--- src/rtl/stream_packer_pkg.sv ---
// ============================================================================
// Module      : stream_packer_pkg
// Description : Shared stream types (valid/ready beat) and count-width helper.
// Revision    : 1.0 - initial release
// ============================================================================
`default_nettype none

package stream_packer_pkg;

    // One side of a valid/ready handshake; a beat moves when both are high.
    typedef struct packed {
        logic valid;
        logic ready;
    } hs_t;

    localparam int C_MIN_RATIO = 2;

    // Width of a counter spanning 0..ratio-1.
    function automatic int cnt_width(input int ratio);
        return (ratio < C_MIN_RATIO) ? 1 : $clog2(ratio);
    endfunction

endpackage : stream_packer_pkg

`default_nettype wire

--- src/rtl/stream_packer.sv ---
// ============================================================================
// Module      : stream_packer
// Description : Narrow-to-wide gearbox; packs RATIO WIDTH-bit words per output.
//               Define STREAM_PACKER_LAST_EN for IN_last / OUT_mask support.
// Revision    : 1.0 - initial release
// ============================================================================
`default_nettype none

module stream_packer
    import stream_packer_pkg::*;
#(
    parameter int WIDTH = 32,
    parameter int RATIO = 4
) (
    input  logic                     clk,
    input  logic                     rst,
    input  logic                     IN_valid,
    input  logic [WIDTH-1:0]         IN_data,
`ifdef STREAM_PACKER_LAST_EN
    input  logic                     IN_last,
`endif
    output logic                     OUT_ready,
    output logic                     OUT_valid,
    output logic [WIDTH*RATIO-1:0]   OUT_data,
`ifdef STREAM_PACKER_LAST_EN
    output logic [RATIO-1:0]         OUT_mask,
`endif
    input  logic                     IN_ready
);

    localparam int            CW        = cnt_width(RATIO);
    localparam logic [CW-1:0] C_CNT_MAX = CW'(RATIO - 1);

    logic [RATIO-2:0][WIDTH-1:0] r_acc;
    logic [CW-1:0]               r_cnt;
    logic                        r_out_valid;
    logic [WIDTH*RATIO-1:0]      r_out_data;

    hs_t                         w_in_hs;
    hs_t                         w_out_hs;
    logic                        w_complete_if;
    logic                        w_accept;
    logic                        w_complete;
    logic [WIDTH*RATIO-1:0]      w_packed;

`ifdef STREAM_PACKER_LAST_EN
    logic [RATIO-1:0]            r_out_mask;
    logic [RATIO-1:0]            w_mask;

    assign w_complete_if = (r_cnt == C_CNT_MAX) || IN_last;
    assign OUT_mask      = r_out_mask;
`else
    assign w_complete_if = (r_cnt == C_CNT_MAX);
`endif

    // Only a completing beat needs room in the output register.
    assign OUT_ready      = !w_complete_if || !r_out_valid || IN_ready;

    assign w_in_hs.valid  = IN_valid;
    assign w_in_hs.ready  = OUT_ready;
    assign w_out_hs.valid = r_out_valid;
    assign w_out_hs.ready = IN_ready;

    assign w_accept       = w_in_hs.valid && w_in_hs.ready;
    assign w_complete     = w_accept && w_complete_if;

    assign OUT_valid      = r_out_valid;
    assign OUT_data       = r_out_data;

    // Slot i takes the stored word below cnt, the live word at cnt, else zero.
    for (genvar i = 0; i < RATIO; i++) begin : g_slot
        if (i < RATIO - 1) begin : g_acc
            assign w_packed[i*WIDTH +: WIDTH] = (r_cnt >  CW'(i)) ? r_acc[i] :
                                                (r_cnt == CW'(i)) ? IN_data  : '0;
        end else begin : g_top
            assign w_packed[i*WIDTH +: WIDTH] = (r_cnt == CW'(i)) ? IN_data : '0;
        end
`ifdef STREAM_PACKER_LAST_EN
        if (i == 0) begin : g_mask0
            assign w_mask[i] = 1'b1;
        end else begin : g_maskn
            assign w_mask[i] = (r_cnt >= CW'(i));
        end
`endif
    end

    always_ff @(posedge clk) begin
        if (rst) begin
            r_acc       <= '0;
            r_cnt       <= '0;
            r_out_valid <= 1'b0;
            r_out_data  <= '0;
        end else begin
            if (w_accept) begin
                if (w_complete_if) begin
                    r_cnt <= '0;
                end else begin
                    r_cnt <= r_cnt + CW'(1);
                    for (int i = 0; i < RATIO - 1; i++) begin
                        if (r_cnt == CW'(i)) begin
                            r_acc[i] <= IN_data;
                        end
                    end
                end
            end

            if (w_complete) begin
                r_out_valid <= 1'b1;
                r_out_data  <= w_packed;
            end else if (w_out_hs.valid && w_out_hs.ready) begin
                r_out_valid <= 1'b0;
            end
        end
    end

`ifdef STREAM_PACKER_LAST_EN
    always_ff @(posedge clk) begin
        if (rst) begin
            r_out_mask <= '0;
        end else if (w_complete) begin
            r_out_mask <= w_mask;
        end
    end
`endif

endmodule : stream_packer

`default_nettype wire

--- config.mk ---
export PLATFORM = sky130hd
export DESIGN_NAME = stream_packer
export DESIGN_NICKNAME = d
export VERILOG_FILES = /design/src/rtl/stream_packer_pkg.sv /design/src/rtl/stream_packer.sv
export SDC_FILE = /design/constraint.sdc
export NUM_CORES = 1
export LEC_CHECK = 0
export ABC_AREA = 1
export CAP_MARGIN = 15
export CORE_MARGIN = 10
export CORE_UTILIZATION = 60
export CTS_BUF_LIST = sky130_fd_sc_hd__clkbuf_4
export CTS_CLUSTER_SIZE = 20
export DETAILED_ROUTE_END_ITERATION = 6
export PLACE_DENSITY = 0.89
export SKIP_CTS_REPAIR_TIMING = 1
export SKIP_LAST_GASP = 1
export SLEW_MARGIN = 20
export SYNTH_ARGS = -nofsm -noshare
export SYNTH_HDL_FRONTEND = slang
export SYNTH_SLANG_ARGS = --single-unit
--- constraint.sdc ---
create_clock -name clk -period 5.7 [get_ports clk]
set_clock_uncertainty 0.1 [all_clocks]
set_input_delay 1.14 -clock clk [delete_from_list [all_inputs] [get_ports clk]]
set_output_delay 1.14 -clock clk [all_outputs]
set_load 0.005 [all_outputs]
==> results of run 1 <==
## per-layer routing
metal / vias up / track usage [%] / routed length (µm)
met1: 4142 / 30.9 / 11700
li1: 4968 / - / -
met3: 67 / 5.40 / 2370
met2: 356 / 37.0 / 12000
met4: 0 / 9.57 / 857
met5: - / 0 / 0
## power groups by stage
stage          Sequential (µW)  Combinational [µW]  Clock [µW]
6_report                  1690                 445        1310
5_1_grt                   1700                 501        1430
4_1_cts                   1690                 442        1340
3_5_place_dp              1730                 438           0
3_3_place_gp              1720                 425           0
2_1_floorplan             1720                 277           0
## placed cells by master, fill, tap and decap left out, drive strengths merged
cell / n
diode: 1
nand3: 67
nor2: 326
nand3b: 1
inv: 234
a21oi: 33
buf: 12
ha: 4
clkbuf: 84
nand2: 585
dfxtp: 227
o21ai: 32
clkdlybuf4s50: 164
clkinv: 15
## worst register-to-register path, cell delays in order (launching register included)
cell and delay (ns):
dfxtp_1 0.30, buf_4 0.25, inv_1 0.13, ha_1 0.14
buf_4 0.35, inv_1 0.59, nor2_2 0.27, buf_4 0.36
nand2_1 0.14, nand2_1 0.10, nor2_1 0.04
## per-stage QoR
stage / power (µW) / worst slack, ns / utilization, %
after detailed placement: 2160 / 2.06 / 70.5
after floorplan: 2000 / 3.16 / -
after global placement: 2150 / 2.11 / 70.5
final: 3450 / 2.06 / 74.7
after CTS: 3470 / 2.04 / 74.7
after global routing: 3630 / 1.96 / 74.7
## cells in the mapped netlist
master    instances
clkbuf_1         35
inv_2             1
a21oi_1          33
clkinv_1          1
nor2_4            1
o21ai_0          32
buf_2            43
nor2_1          325
inv_1           231
nand2_1         585
nand3b_1          1
buf_4            12
buf_1             3
dfxtp_1         227
ha_1              4
nand3_1          67
## state kept, by name, indices dropped and copies added (netlist names)
name       count
OUT_data     128
r_acc         96
r_cnt          2
OUT_valid      1
## cell families after synthesis
kind of cell             share of synthesized area, %
AND/OR/NAND/NOR                                  37.7
AO/OA/AOI/OAI                                    3.25
adder cells (fa/ha/maj)                         0.500
flip-flops                                       45.4
buffers and inverters                            13.2
## final timing paths
check,cells after the start,to
max reg2reg,10,r_acc[49]$_SDFFE_PP0P_
min,2,r_acc[67]$_SDFFE_PP0P_
max,4,OUT_ready
min reg2reg,2,r_acc[67]$_SDFFE_PP0P_
## final cells by class
type                            count  share of cell area, %
Timing Repair Buffer              176                   14.2
Clock buffer                       84                   5.12
Multi-Input combinational cell   1048                   33.9
Tap cell                          220                   2.24
Sequential cell                   227                   36.9
Antenna cell                        1                 0.0203
Inverter                          233                   7.13
Clock inverter                     16                  0.518
==> flow_metrics.tcl, run 1 <==
set metrics [dict create \
    die_x_um 149 \
    violations "DRC" \
    crit_arrival_ns 2.40 \
    area_delta_synth_final_pct 22.9 \
    synth_area_mm2 0.0100 \
    ios 166 \
    rsz0062_at_grt "no" \
    nets 1783 \
    grt_pass1_wl_um 43800 \
    period_share_pct 63.9 \
    drive_gt1_share_pct 6.11 \
    slowest_delay_ns 0.49 \
    switchingPower_uw 959 \
    fin_crit_ns 3.64 \
    grt_antenna_before_repair 1 \
    dr.pass1.iters 7 \
    startpoint_type "register" \
    worstReg2RegStart "r_cnt[1]$_SDFFE_PP0N_" \
    leakage_uw 0.00641 \
    pwr-share-comb_pct 12.9 \
    design.core.area_mm2 0.0165 \
    critPathBufInv 2 \
    synth_warnings 0 \
    ant_nets 0 \
    n_fill_cell 1351 \
    multiInputGateArea_mm2 0.00417 \
    hp-class "reg -> reg" \
    layout.cells.non_filler 2005 \
    stdcell_area_mm2 0.0123 \
    ys_ff_latch 227 \
    initial_core_util_pct 60.8 \
    crit_family "buffers and inverters" \
    vias 9533 \
    final.setup.tns_ns 0 \
    clk_pin_slew_worst_paths_ns 0.07 \
    cts_tree "done" \
    overflow 0 \
    syn_inst 1601 \
    path_cells "buf_4 -> ha_1 -> nand3_1 -> clkdlybuf4s50_1" \
    tightest_slew_ns 1.05 \
    avgSynthCellArea_um2 6.25 \
    ys_seq_area_share_pct 45.4 \
    clk_latency_ns 0.66 \
    ys_types 16 \
    drt_iter0_markers 927 \
    dp_cells 1904 \
    setup_viol 0 \
    die_h_um 149 \
    r2r_setup_slack_ns 2.79 \
    viasPerCell 4.75 \
    cp_max_fo 36 \
    maxCapViolations 0 \
    hp-start "r_acc[67]$_SDFFE_PP0P_" \
    drt_wl_total_um 26900 \
    cts_buffers 57 \
    clock_tree.buffer_depth 3 \
    path_class "reg -> out" \
    htree_levels 2 \
    whs_ns 0.365 \
    cp-end-kind "output port" \
    placed_area_mm2 0.0116 \
    ir_worst_vdd_v 0.000150 \
    outcome "finished, violations left" \
    p_per_area_mw_per_mm2 280 \
    port_buffers 165 \
    root_buffer "clkbuf_4" \
    post-route-drc-count 6 \
    slew_headroom_pct 30.1 \
    p_int_uw 2490 \
    grt_use_total_pct 23.6 \
    p_sw_share_pct 27.8 \
    cp.required_ns 4.46 \
    dpl.hpwl_um 17400 \
    pwr-share-seq_pct 49.0 \
    slew_viol_final 0 \
    cp-startpoint "r_cnt[1]$_SDFFE_PP0N_" \
    dieArea_mm2 0.0223 \
    grt_pass1_vias 8882 \
    crit_path_top_delay_cell "clkdlybuf4s50_1" \
    final_hold_viol_count 0 \
    synth.area.top_cells "dfxtp_1 (45%), nand2_1 (22%), nor2_1 (12%)" \
    cts_sinks 227 \
    yosysTopAreaCell "dfxtp_1" \
    gp_congestion 0.864 \
    fmax_ghz 0.275 \
    synth.net_count 1641 \
    synth_top_area_share_pct 45.4 \
    grt_max_degree 98 \
    clkPwrFrac_pct 38.1 \
    avgRoutedWirePerCell_um 13.4 \
    register_area_mm2 0.00454 \
    fp-row-count 47 \
]
Note: power is estimated with default switching activity, not from simulation.
==> run 2, diff against run 1 <==
--- a/config.mk
+++ b/config.mk
@@ -8,11 +8,11 @@
 export ABC_AREA = 1
 export CAP_MARGIN = 15
 export CORE_MARGIN = 10
-export CORE_UTILIZATION = 60
+export CORE_UTILIZATION = 50
 export CTS_BUF_LIST = sky130_fd_sc_hd__clkbuf_4
 export CTS_CLUSTER_SIZE = 20
 export DETAILED_ROUTE_END_ITERATION = 6
-export PLACE_DENSITY = 0.89
+export PLACE_DENSITY = 0.8
 export SKIP_CTS_REPAIR_TIMING = 1
 export SKIP_LAST_GASP = 1
 export SLEW_MARGIN = 20
==> constraint.sdc (replaced) <==
create_clock -name clk -period 3.1 [get_ports clk]
set_clock_uncertainty 0.1 [all_clocks]
set_input_delay 0.62 -clock clk [delete_from_list [all_inputs] [get_ports clk]]
set_output_delay 0.62 -clock clk [all_outputs]
set_load 0.005 [all_outputs]
==> flow_metrics.tcl, run 2 (same netlist as run 1, synthesis figures left out) <==
set metrics [dict create \
    grt_pass1_vias 8769 \
    area_delta_synth_final_pct 24.7 \
    worstReg2RegStart "r_cnt[1]$_SDFFE_PP0N_" \
    ir_worst_vdd_v 0.000229 \
    endpoint "OUT_ready" \
    leakage_uw 0.00649 \
    fp-row-count 51 \
    post-route-drc-count 0 \
    initial_core_util_pct 51.1 \
    cts_tree "done" \
    clk_latency_ns 0.67 \
    grt_max_degree 97 \
    clkPwrFrac_pct 38.3 \
    p_per_area_mw_per_mm2 511 \
    switchingPower_uw 1720 \
    drt_iter0_markers 665 \
    port_buffers 165 \
    grt_use_total_pct 20.2 \
    overflow 0 \
    hp-class "in -> reg" \
    stdcell_area_mm2 0.0125 \
    path_class "reg -> out" \
    ios 166 \
    maxCapViolations 0 \
    startpoint_type "register" \
    dieArea_mm2 0.0261 \
    cts_buffers 57 \
    drive_gt1_share_pct 6.70 \
    crit_arrival_ns 2.12 \
    die_x_um 162 \
    r2r_setup_slack_ns 0.90 \
    r2r_end "OUT_data[61]$_SDFFE_PP0P_" \
    grt_antenna_before_repair 1 \
    p_sw_share_pct 27.0 \
    avgRoutedWirePerCell_um 13.0 \
    final_hold_viol_count 0 \
    final.setup.tns_ns 0 \
    tightest_slew_ns 0.777 \
    cp.required_ns 2.38 \
    n_fill_cell 1818 \
    pwr-share-seq_pct 48.7 \
    cts_sinks 227 \
    viasPerCell 4.54 \
    outcome "finished clean" \
    slew_viol_final 0 \
    placed_area_mm2 0.0118 \
    design.core.area_mm2 0.0196 \
    cp-end-kind "output port" \
    ant_nets 0 \
    drt_wl_total_um 26700 \
    htree_levels 2 \
    vias 9342 \
    die_h_um 162 \
    layout_common_cells "nand2_1 (585), nor2_1 (323), inv_1 (231)" \
    worst-r2r-cell-count 9 \
    p_int_uw 4660 \
    dpl.hpwl_um 17600 \
    pwr-share-comb_pct 13.0 \
    grt_pass1_wl_um 44100 \
    setup_viol 0 \
    largest_reg_flops 128 \
    clk_pin_slew_worst_paths_ns 0.07 \
    mostFrequentLayoutCell "nand2_1" \
    dr.pass1.iters 5 \
    rsz0062_at_grt "no" \
    fin_crit_ns 2.84 \
    gp_congestion 0.832 \
    cp_max_fo 5 \
    root_buffer "clkbuf_4" \
    slew_headroom_pct 48.2 \
    cp-startpoint "r_cnt[0]$_SDFFE_PP0N_" \
    nets 1792 \
    fmax_ghz 0.352 \
    period_share_pct 91.6 \
    clock_tree.buffer_depth 3 \
]
run 2: cell count changes in the layout (fill, tap and decap cells not counted), moves of 4 or more:
| cell | change |
|---|---|
| clkbuf_4 | +6 |
| buf_12 | +4 |
| buf_4 | +5 |
| clkinv_1 | -6 |
run 2: how the worst min path moves through the flow:
stage,start,end,slack [ns],depth (start not counted)
after floorplan,r_acc[65]$_SDFFE_PP0P_,r_acc[65]$_SDFFE_PP0P_,0.34,2
after global placement,r_acc[91]$_SDFFE_PP0P_,r_acc[91]$_SDFFE_PP0P_,0.35,2
after detailed placement,r_acc[88]$_SDFFE_PP0P_,r_acc[88]$_SDFFE_PP0P_,0.35,2
after CTS,rst,r_acc[52]$_SDFFE_PP0P_,0.19,2
after global routing,rst,r_acc[51]$_SDFFE_PP0P_,0.22,2
final,rst,r_acc[52]$_SDFFE_PP0P_,0.23,2
run 2: power by group through the flow:
stage	Combinational [µW]	Sequential [µW]	Clock (µW)
2_1_floorplan	510	3170	0
3_3_place_gp	809	3160	0
3_5_place_dp	826	3170	0
4_1_cts	832	3110	2520
5_1_grt	947	3120	2670
6_report	829	3110	2450
run 2: area by class of cell:
cell class	instances	area, µm²	area share, %
clock inverters	8	31.3	0.250
multi-input cells	1048	4170	33.3
flip-flops and latches	227	4540	36.4
repair buffers	185	1860	14.9
inverters	233	877	7.02
well taps	265	332	2.65
diodes	1	2.50	0.0200
clock buffers	90	676	5.41
run 2: layer usage:
metal / up-vias / GRT usage (%) / wire [µm]
li1: 4994 / - / -
met1: 4030 / 26.8 / 12500
met2: 278 / 30.5 / 11500
met3: 40 / 5.97 / 2190
met4: 0 / 7.36 / 631
met5: - / 0 / 0
run 2: through the flow:
step / utilization (%) / hold WS [ns] / total power, µW / setup WS (ns) / std cells
3_5_place_dp: 60.1 / 0.354 / 4000 / 0.485 / 1958
3_3_place_gp: 60.1 / 0.349 / 3970 / 0.464 / 1958
2_1_floorplan: - / 0.340 / 3680 / 1.26 / 1601
4_1_cts: 63.7 / 0.187 / 6450 / 0.188 / 2056
6_report: 63.8 / 0.233 / 6380 / 0.259 / 2057
5_1_grt: 63.8 / 0.220 / 6740 / 0.106 / 2057
run 2: critical path: stages, from the launching register on:
cell and delay (ns):
dfxtp_1 0.40, ha_1 0.34, nand3_1 0.21, clkdlybuf4s50_1 0.53
==> run 3, diff against run 2 <==
--- a/config.mk
+++ b/config.mk
@@ -8,11 +8,11 @@
 export ABC_AREA = 1
 export CAP_MARGIN = 15
 export CORE_MARGIN = 10
-export CORE_UTILIZATION = 50
+export CORE_UTILIZATION = 60
 export CTS_BUF_LIST = sky130_fd_sc_hd__clkbuf_4
 export CTS_CLUSTER_SIZE = 20
 export DETAILED_ROUTE_END_ITERATION = 6
-export PLACE_DENSITY = 0.8
+export PLACE_DENSITY = 0.89
 export SKIP_CTS_REPAIR_TIMING = 1
 export SKIP_LAST_GASP = 1
 export SLEW_MARGIN = 20
==> constraint.sdc (replaced) <==
create_clock -name clk -period 3.3 [get_ports clk]
set_clock_uncertainty 0.1 [all_clocks]
set_input_delay 0.66 -clock clk [delete_from_list [all_inputs] [get_ports clk]]
set_output_delay 0.66 -clock clk [all_outputs]
set_load 0.005 [all_outputs]
==> flow_metrics.tcl, run 3 (same netlist as run 1, synthesis figures left out) <==
set metrics [dict create \
    outcome "finished clean" \
    gp_congestion 0.894 \
    cts_sinks 227 \
    nets 1791 \
    post-route-drc-count 0 \
    dr.pass1.iters 5 \
    drt_wl_total_um 27000 \
    final_hold_viol_count 0 \
    grt_pass1_vias 9012 \
    area_delta_synth_final_pct 23.0 \
    ant_nets 0 \
    dpl.hpwl_um 18000 \
    setup_viol 0 \
    cp.required_ns 2.54 \
    grt_antenna_before_repair 1 \
    avgRoutedWirePerCell_um 13.5 \
    p_per_area_mw_per_mm2 470 \
    root_buffer "clkbuf_4" \
    slew_headroom_pct 33.1 \
    startpoint_type "register" \
    tightest_slew_ns 1.00 \
    dieArea_mm2 0.0223 \
    grt_pass1_wl_um 44100 \
    cp_max_fo 5 \
    design.core.area_mm2 0.0165 \
    crit_arrival_ns 2.10 \
    cts_buffers 56 \
    overflow 0 \
    grt_max_degree 97 \
    final.setup.tns_ns 0 \
    path_cells "ha_1 -> nand3_1 -> clkdlybuf4s50_1" \
    clk_latency_ns 0.66 \
    layout_common_cells "nand2_1 (585), nor2_1 (323), inv_1 (231)" \
    stdcell_area_mm2 0.0123 \
    port_buffers 165 \
    grt_use_total_pct 23.8 \
    largest_reg_flops 128 \
    mostFrequentLayoutCell "nand2_1" \
    htree_levels 2 \
    leakage_uw 0.00641 \
    die_x_um 149 \
    crit_family "buffers and inverters" \
    clock_tree.buffer_depth 3 \
    slowest_delay_ns 0.50 \
    ios 166 \
    vias 9581 \
    drive_gt1_share_pct 5.91 \
    path_class "reg -> out" \
    clk_pin_slew_worst_paths_ns 0.07 \
    rsz0062_at_grt "no" \
    die_h_um 149 \
    cts_tree "done" \
    fp-row-count 47 \
    crit_path_top_delay_cell "clkdlybuf4s50_1" \
    viasPerCell 4.79 \
    fmax_ghz 0.350 \
    hp-class "reg -> reg" \
    slew_viol_final 0 \
    drt_iter0_markers 731 \
    fin_crit_ns 2.86 \
    maxCapViolations 0 \
    initial_core_util_pct 60.8 \
    cp-end-kind "output port" \
    critPathBufInv 1 \
    ir_worst_vdd_v 0.000338 \
    placed_area_mm2 0.0117 \
    period_share_pct 86.6 \
]
run 3: changes by cell type in the layout (fill, tap and decap cells not counted), sizes merged:
cell,before,now
clkbuf,90,75
clkinv,7,10
inv,234,233
run 3: path summary, 6_finish.rpt:
| kind | from | to | slack [ns] | cells past startpoint |
|---|---|---|---|---|
| worst max register to register | r_cnt[1]$_SDFFE_PP0N_ | r_acc[1]$_SDFFE_PP0P_ | 0.81 | 9 |
| worst min register to register | r_acc[91]$_SDFFE_PP0P_ | r_acc[91]$_SDFFE_PP0P_ | 0.36 | 2 |
| worst max-delay path | r_cnt[0]$_SDFFE_PP0N_ | OUT_ready | 0.44 | 3 |
| worst min-delay path | r_acc[91]$_SDFFE_PP0P_ | r_acc[91]$_SDFFE_PP0P_ | 0.36 | 2 |
run 3: worst register-to-register path, stage by stage, from the launching register on:
cell     delay (ns)
dfxtp_1        0.36
buf_4          0.37
inv_1          0.14
ha_2           0.34
buf_4          0.32
nand2_1        0.13
buf_4          0.33
nand2_1        0.12
nand2_1        0.08
nor2_1         0.04
run 3: final cells by class:
type / count / area (µm²)
Inverter: 233 / 877
Timing Repair Buffer: 185 / 1850
Sequential cell: 227 / 4540
Fill cell: 1300 / 4150
Multi-Input combinational cell: 1048 / 4170
Tap cell: 220 / 275
Clock inverter: 10 / 40.0
Antenna cell: 1 / 2.50
Clock buffer: 75 / 563
run 3: report_power, final:
part	internal [µW]	switching (µW)	total, µW
combinational	289	497	786
sequential	2860	56.1	2920
clock	1030	1050	2080
total	4190	1600	5790
run 3: per-layer routing:
metal,routed length (µm),up-vias,part of all wire [%],track usage (%)
met4,610,0,2.3,7.70
met1,11700,4200,43,31.3
li1,-,4976,-,-
met5,0,-,0,0
met3,2460,45,9.1,6.19
met2,12300,360,46,37.3
run 3: metrics by stage:
step / utilization, % / instances / worst slack (ns) / total power (µW) / hold WS, ns
floorplan: - / 1601 / 1.46 / 3450 / 0.340
global placement: 71.1 / 1913 / 0.736 / 3720 / 0.349
detailed placement: 71.1 / 1913 / 0.711 / 3750 / 0.354
CTS: 74.8 / 1998 / 0.416 / 5820 / 0.349
global route: 74.8 / 1999 / 0.328 / 6080 / 0.378
finish: 74.8 / 1999 / 0.444 / 5790 / 0.362
